File: src/rtl/gshare_predictor.sv
// Fetch-stage direction predictor: bimodal or gshare indexed saturating-counter table
// with speculative global history, mispredict recovery and a post-reset clearing sweep.
module gshare_predictor #(
   parameter int CNT_BIT = 2,
   parameter int BHT_IDX = 8,
   parameter int GHR_LEN = 8,
   parameter int MODE    = 1
) (
   input  logic               clk,
   input  logic               rst,
   input  logic               rdy,
   input  logic [31:0]        pd_pc,
   input  logic [31:0]        pd_inst,
   input  logic               pd_en,
   output logic               pd_tk,
   output logic [31:0]        pd_off,
   output logic [GHR_LEN-1:0] pd_ghr,
   output logic               init_done,
   input  logic               fb_ena,
   input  logic [31:0]        fb_pc,
   input  logic [GHR_LEN-1:0] fb_ghr,
   input  logic               fb_tk,
   input  logic               fb_mispred
);

   localparam int                 ENTRIES = 1 << BHT_IDX;
   localparam logic [6:0]         OPC_BR  = 7'h63;
   localparam logic [6:0]         OPC_JAL = 7'h6f;
   localparam logic [CNT_BIT-1:0] WEAK_NT = {1'b0, {(CNT_BIT-1){1'b1}}};

   typedef enum logic {INIT, RUN} state_t;

   state_t             state;
   logic [CNT_BIT-1:0] bht [ENTRIES];
   logic [BHT_IDX-1:0] sweep;
   logic [GHR_LEN-1:0] ghr;

   logic [BHT_IDX-1:0] pd_idx;
   logic [BHT_IDX-1:0] fb_idx;
   logic [CNT_BIT-1:0] fb_cnt;
   logic               is_br;
   logic               is_jal;
   // One spare top bit lets the shift work unchanged for GHR_LEN = 1.
   logic [GHR_LEN:0]   ghr_shift;
   logic [GHR_LEN:0]   ghr_restore;
   logic               unused_bits;

   assign is_br  = (pd_inst[6:0] == OPC_BR);
   assign is_jal = (pd_inst[6:0] == OPC_JAL);

   always_comb begin
      pd_idx = pd_pc[BHT_IDX+1:2];
      fb_idx = fb_pc[BHT_IDX+1:2];
      if (MODE != 0) begin
         pd_idx = pd_idx ^ BHT_IDX'(ghr);
         fb_idx = fb_idx ^ BHT_IDX'(fb_ghr);
      end
   end

   always_comb begin
      pd_off = 32'd4;
      if (is_br) begin
         pd_off = {{19{pd_inst[31]}}, pd_inst[31], pd_inst[7], pd_inst[30:25],
                   pd_inst[11:8], 1'b0};
      end else if (is_jal) begin
         pd_off = {{11{pd_inst[31]}}, pd_inst[31], pd_inst[19:12], pd_inst[20],
                   pd_inst[30:21], 1'b0};
      end
   end

   assign pd_tk       = is_jal | (is_br & (state == RUN) & bht[pd_idx][CNT_BIT-1]);
   assign pd_ghr      = ghr;
   assign fb_cnt      = bht[fb_idx];
   assign ghr_shift   = {ghr, pd_tk};
   assign ghr_restore = {fb_ghr, fb_tk};
   assign unused_bits = ^{pd_pc[31:BHT_IDX+2], pd_pc[1:0], fb_pc[31:BHT_IDX+2], fb_pc[1:0],
                          ghr_shift[GHR_LEN], ghr_restore[GHR_LEN]};

   always_ff @(posedge clk) begin
      if (!rst) begin
         state     <= INIT;
         sweep     <= '0;
         ghr       <= '0;
         init_done <= 1'b0;
      end else if (rdy) begin
         case (state)
            INIT: begin
               bht[sweep] <= WEAK_NT;
               sweep      <= sweep + 1'b1;
               if (sweep == '1) begin
                  state     <= RUN;
                  init_done <= 1'b1;
               end
            end
            RUN: begin
               if (fb_ena) begin
                  if (fb_tk && (fb_cnt != '1))
                     bht[fb_idx] <= fb_cnt + 1'b1;
                  else if (!fb_tk && (fb_cnt != '0))
                     bht[fb_idx] <= fb_cnt - 1'b1;
               end
               // Recovery wins over a same-cycle speculative shift.
               if (fb_ena && fb_mispred)
                  ghr <= ghr_restore[GHR_LEN-1:0];
               else if (pd_en && is_br)
                  ghr <= ghr_shift[GHR_LEN-1:0];
            end
         endcase
      end
   end

endmodule
File: config.mk
export PLATFORM = sky130hd
export DESIGN_NAME = gshare_predictor
export DESIGN_NICKNAME = d
export VERILOG_FILES = /design/src/rtl/gshare_predictor.sv
export SDC_FILE = /design/constraint.sdc
export NUM_CORES = 1
export LEC_CHECK = 0
export ABC_AREA = 1
export CAP_MARGIN = 10
export CORE_MARGIN = 3
export CORE_UTILIZATION = 26
export CTS_BUF_LIST = sky130_fd_sc_hd__clkbuf_4
export DETAILED_ROUTE_END_ITERATION = 7
export PLACE_DENSITY = 0.46
export REMOVE_ABC_BUFFERS = 1
export SYNTH_ARGS = -nofsm -noshare
export SYNTH_HDL_FRONTEND = slang
export SYNTH_SLANG_ARGS = --single-unit
File: constraint.sdc
create_clock -name clk -period 51.5 [get_ports clk]
set_input_delay 10.3 -clock clk [delete_from_list [all_inputs] [get_ports clk]]
set_output_delay 10.3 -clock clk [all_outputs]
set_load 0.005 [all_outputs]
==> metrics.txt <==
clock tree from TritonCTS=built; count leader, synth=sky130_fd_sc_hd__nand2_1; ys async rst share=0; total standard cell area after synthesis=0.0266 mm²; number of port buffers=103; number of buffers inserted by hold repair at cts=0; die boundary height=326 µm; top fanout value on the critical path=60; max cap viols=0; cells taking the most area after synthesis=sky130_fd_sc_hd__edfxtp_1, sky130_fd_sc_hd__nand3_1, sky130_fd_sc_hd__nand2_1, sky130_fd_sc_hd__nor2_1, sky130_fd_sc_hd__inv_1; worst stage delay on the critical path=0.79 ns; Achievable Freq=0.0394 GHz; worst max-slew margin expressed relative to the limit=0.272; DRC violations left=0; static leakage=0.0116 µW; total power density per cell area=32.0 mW/mm²; CP top delay family=buffers and inverters; HPWL Detailed=50900 µm; start point of the worst min-delay path=init_done$_SDFFE_PN0P_; Clk pin slew, worst setup/hold paths=0.07 ns; pin count of the biggest net entering global routing=174; number of antenna violations at the first check in global routing=1; portion of the post-synthesis area used by sequential elements=0.591; Final Max Tran Viols=0; row count=116; number of warnings printed during yosys synthesis=0; slew of the pin with the lowest slew margin=1.09 ns; required time of the critical path=41.20 ns; cell breakdown of the critical path=clkdlybuf4s50_1, inv_1, nand2_1, nand2_4, inv_4, buf_4, buf_4, nand2_1, nand3_1, nand3_1, nand3_1, nand3_1, nand3_1, nand3_1, nand3_1, nand4_1, nand2_1, clkdlybuf4s50_1; via count=22.2k; number of enable-type register cells in the synthesized netlist=512; via count of the first global-routing pass=21.9k; overall routed net length=94500 µm; run status=finished, final reports clean; least setup slack across all paths after layout=26.09 ns; Final Hold Fails=0; Detailed Routing Iterations Pass 1=6; portion of the clock cycle consumed by the worst path in the final layout=0.493; clock insertion delay at the later pin of the skew report=0.99 ns; classification of the worst setup path=in2out; layout cell share with drive strength beyond 1=0.100; Avg Cell Area, Syn=8.76 µm²; maximum vdd ir drop=0.0198 mV; critical path buffer and inverter count=6; via count normalized by instance count=4.84; shortest clock period the worst path allows after layout=25.41 ns; setup slack of the worst register-to-register path=45.97 ns; reg2reg start=bht[118][0]$_DFFE_PP_; flops & latches, synth=530; Routed Antenna Nets=0; number of buffers inserted during clock tree synthesis=151; count of endpoints failing setup in the final report=0; count of instances resized after the clock tree is built=0; average wire per cell in the routed design=20.6 µm; sink count of the clock tree=530; number of nets in the finished design=3240; GPL Wtd Cong=0.797; placed instance count=4332; io pins=153; cell taking the most area after synthesis=sky130_fd_sc_hd__edfxtp_1; global-route wire length before repair=139000 µm; Hold/Removal Path Class=reg2reg; synthesis-to-finish area growth=16.1%; startpoint kind of the worst setup timing path=input port; total routing usage reported by global routing=0.175; crit-path most repeated cell=sky130_fd_sc_hd__nand3_1; post-placement worst setup slack=26.19 ns; starting density of the core=0.264; Worst setup EP type=primary output; Max clock buf depth=3; unrepaired setup endpoints after global routing=false; iteration-0 DRC count of the detailed router=1983; share of Yosys cell area claimed by the top area cell type=0.577; Sum Neg Setup Slack=0 ns; endpoint of the worst hold-timing path=init_done$_SDFFE_PN0P_; Worst Hold Slack=0.459 ns; die area=0.106 mm²; Min-Delay Path Depth=2; Data arrival, critical path=15.11 ns; worst r2r dst=bht[190][1]$_DFFE_PP_; number of unique standard cell types used by synthesis=32; count of mapped cells out of synthesis=3039; top cells by count, synth=sky130_fd_sc_hd__nand2_1, sky130_fd_sc_hd__nand3_1, sky130_fd_sc_hd__edfxtp_1; flip-flop cell with the highest count after synthesis=sky130_fd_sc_hd__edfxtp_1; skew final=0.0701 ns; width of the die=326 µm; final standard cell count with taps included and fillers excluded=4596; area of the core=0.101 mm²; length in cells of the worst reg-to-reg path=18; setup fix buffers added after clock tree synthesis=0; slowest cell on the critical path=sky130_fd_sc_hd__buf_4; root buffer cell=sky130_fd_sc_hd__clkbuf_4; total overflow reported by the global router=0; count of H-tree levels built during CTS=4
-- worst min-delay path: stages, from the launching register on --
cell and delay, ns:
sky130_fd_sc_hd__dfxtp_1 0.32, sky130_fd_sc_hd__nand2_1 0.05, sky130_fd_sc_hd__nand2_1 0.04
-- registers in the layout, summed over array words and instances (netlist names) --
| name | flops |
|---|---|
| init_done | 1 |
| pd_ghr | 8 |
| state | 1 |
| bht | 512 |
| sweep | 8 |
-- worst max-delay path by stage --
stage | start | to | slack [ns] | cells after the start
after detailed placement | pd_pc[2] | pd_tk | 26.19 | 18
after global routing | pd_pc[2] | pd_tk | 25.81 | 18
after global placement | pd_pc[2] | pd_tk | 26.18 | 18
after floorplan | fb_ghr[1] | bht[0][1]$_DFFE_PP_ | 22.87 | 13
final | pd_pc[2] | pd_tk | 26.09 | 18
after CTS | pd_pc[2] | pd_tk | 26.18 | 18
-- where the power goes --
part / internal (µW) / switching, µW
combinational: 29.3 / 76.5
sequential: 465 / 0.204
clock: 230 / 187
-- per-stage QoR --
step / utilization / total power [µW] / cell area, µm²
after global routing: 0.307 / 1030 / 30900
after CTS: 0.307 / 999 / 30900
after detailed placement: 0.287 / 579 / 28900
after global placement: 0.287 / 579 / 28900
final: 0.307 / 988 / 30900
after floorplan: - / 537 / 25700
-- area by class of cell --
type	instances	area [µm²]
Tap cell	1357	1700
Clock inverter	36	309
Multi-Input combinational cell	2047	9160
Fill cell	10800	69900
Clock buffer	227	1700
Sequential cell	530	15700
Timing Repair Buffer	141	1350
Antenna cell	1	2.50
Inverter	257	967
-- cell usage in the layout, fill, tap and decap left out, types with 8 or more instances in the layout --
| cell | netlist | layout |
|---|---|---|
| sky130_fd_sc_hd__nand2_1 | 906 | 903 |
| sky130_fd_sc_hd__nand3_1 | 758 | 748 |
| sky130_fd_sc_hd__edfxtp_1 | 512 | 512 |
| sky130_fd_sc_hd__nor2_1 | 271 | 271 |
| sky130_fd_sc_hd__inv_1 | 247 | 245 |
| sky130_fd_sc_hd__clkbuf_4 | 0 | 227 |
| sky130_fd_sc_hd__clkdlybuf4s50_1 | 0 | 103 |
| sky130_fd_sc_hd__buf_4 | 14 | 35 |
| sky130_fd_sc_hd__clkinv_1 | 5 | 28 |
| sky130_fd_sc_hd__o211ai_1 | 18 | 18 |
| sky130_fd_sc_hd__dfxtp_1 | 18 | 18 |
| sky130_fd_sc_hd__o21ai_0 | 14 | 13 |
| sky130_fd_sc_hd__o21ai_1 | 10 | 10 |
| sky130_fd_sc_hd__nand3_2 | 0 | 10 |
| sky130_fd_sc_hd__inv_2 | 5 | 9 |
| sky130_fd_sc_hd__a21oi_1 | 9 | 9 |
| sky130_fd_sc_hd__nor2_4 | 8 | 8 |
-- layer usage --
layer | part of all wire | track usage | vias up
met1 | 0.43 | 0.230 | 10700
met5 | 0 | 0 | -
met3 | 0.077 | 0.0421 | 204
met2 | 0.46 | 0.277 | 846
met4 | 0.033 | 0.0684 | 0
li1 | - | - | 10400
-- kinds of logic (layout without fill, tap and decap cells) --
logic type | count (synthesis) | count (layout) | share of synthesized area
simple gates | 1967 | 1967 | 0.317
flops | 530 | 530 | 0.591
buf+inv | 462 | 661 | 0.0718
compound gates | 63 | 63 | 0.0145
xor+xnor | 15 | 15 | 0.00521
fa+ha+maj | 1 | 1 | 0.000470
other cells | 1 | 2 | 0.000141
Power figures use the tool's default switching activity.
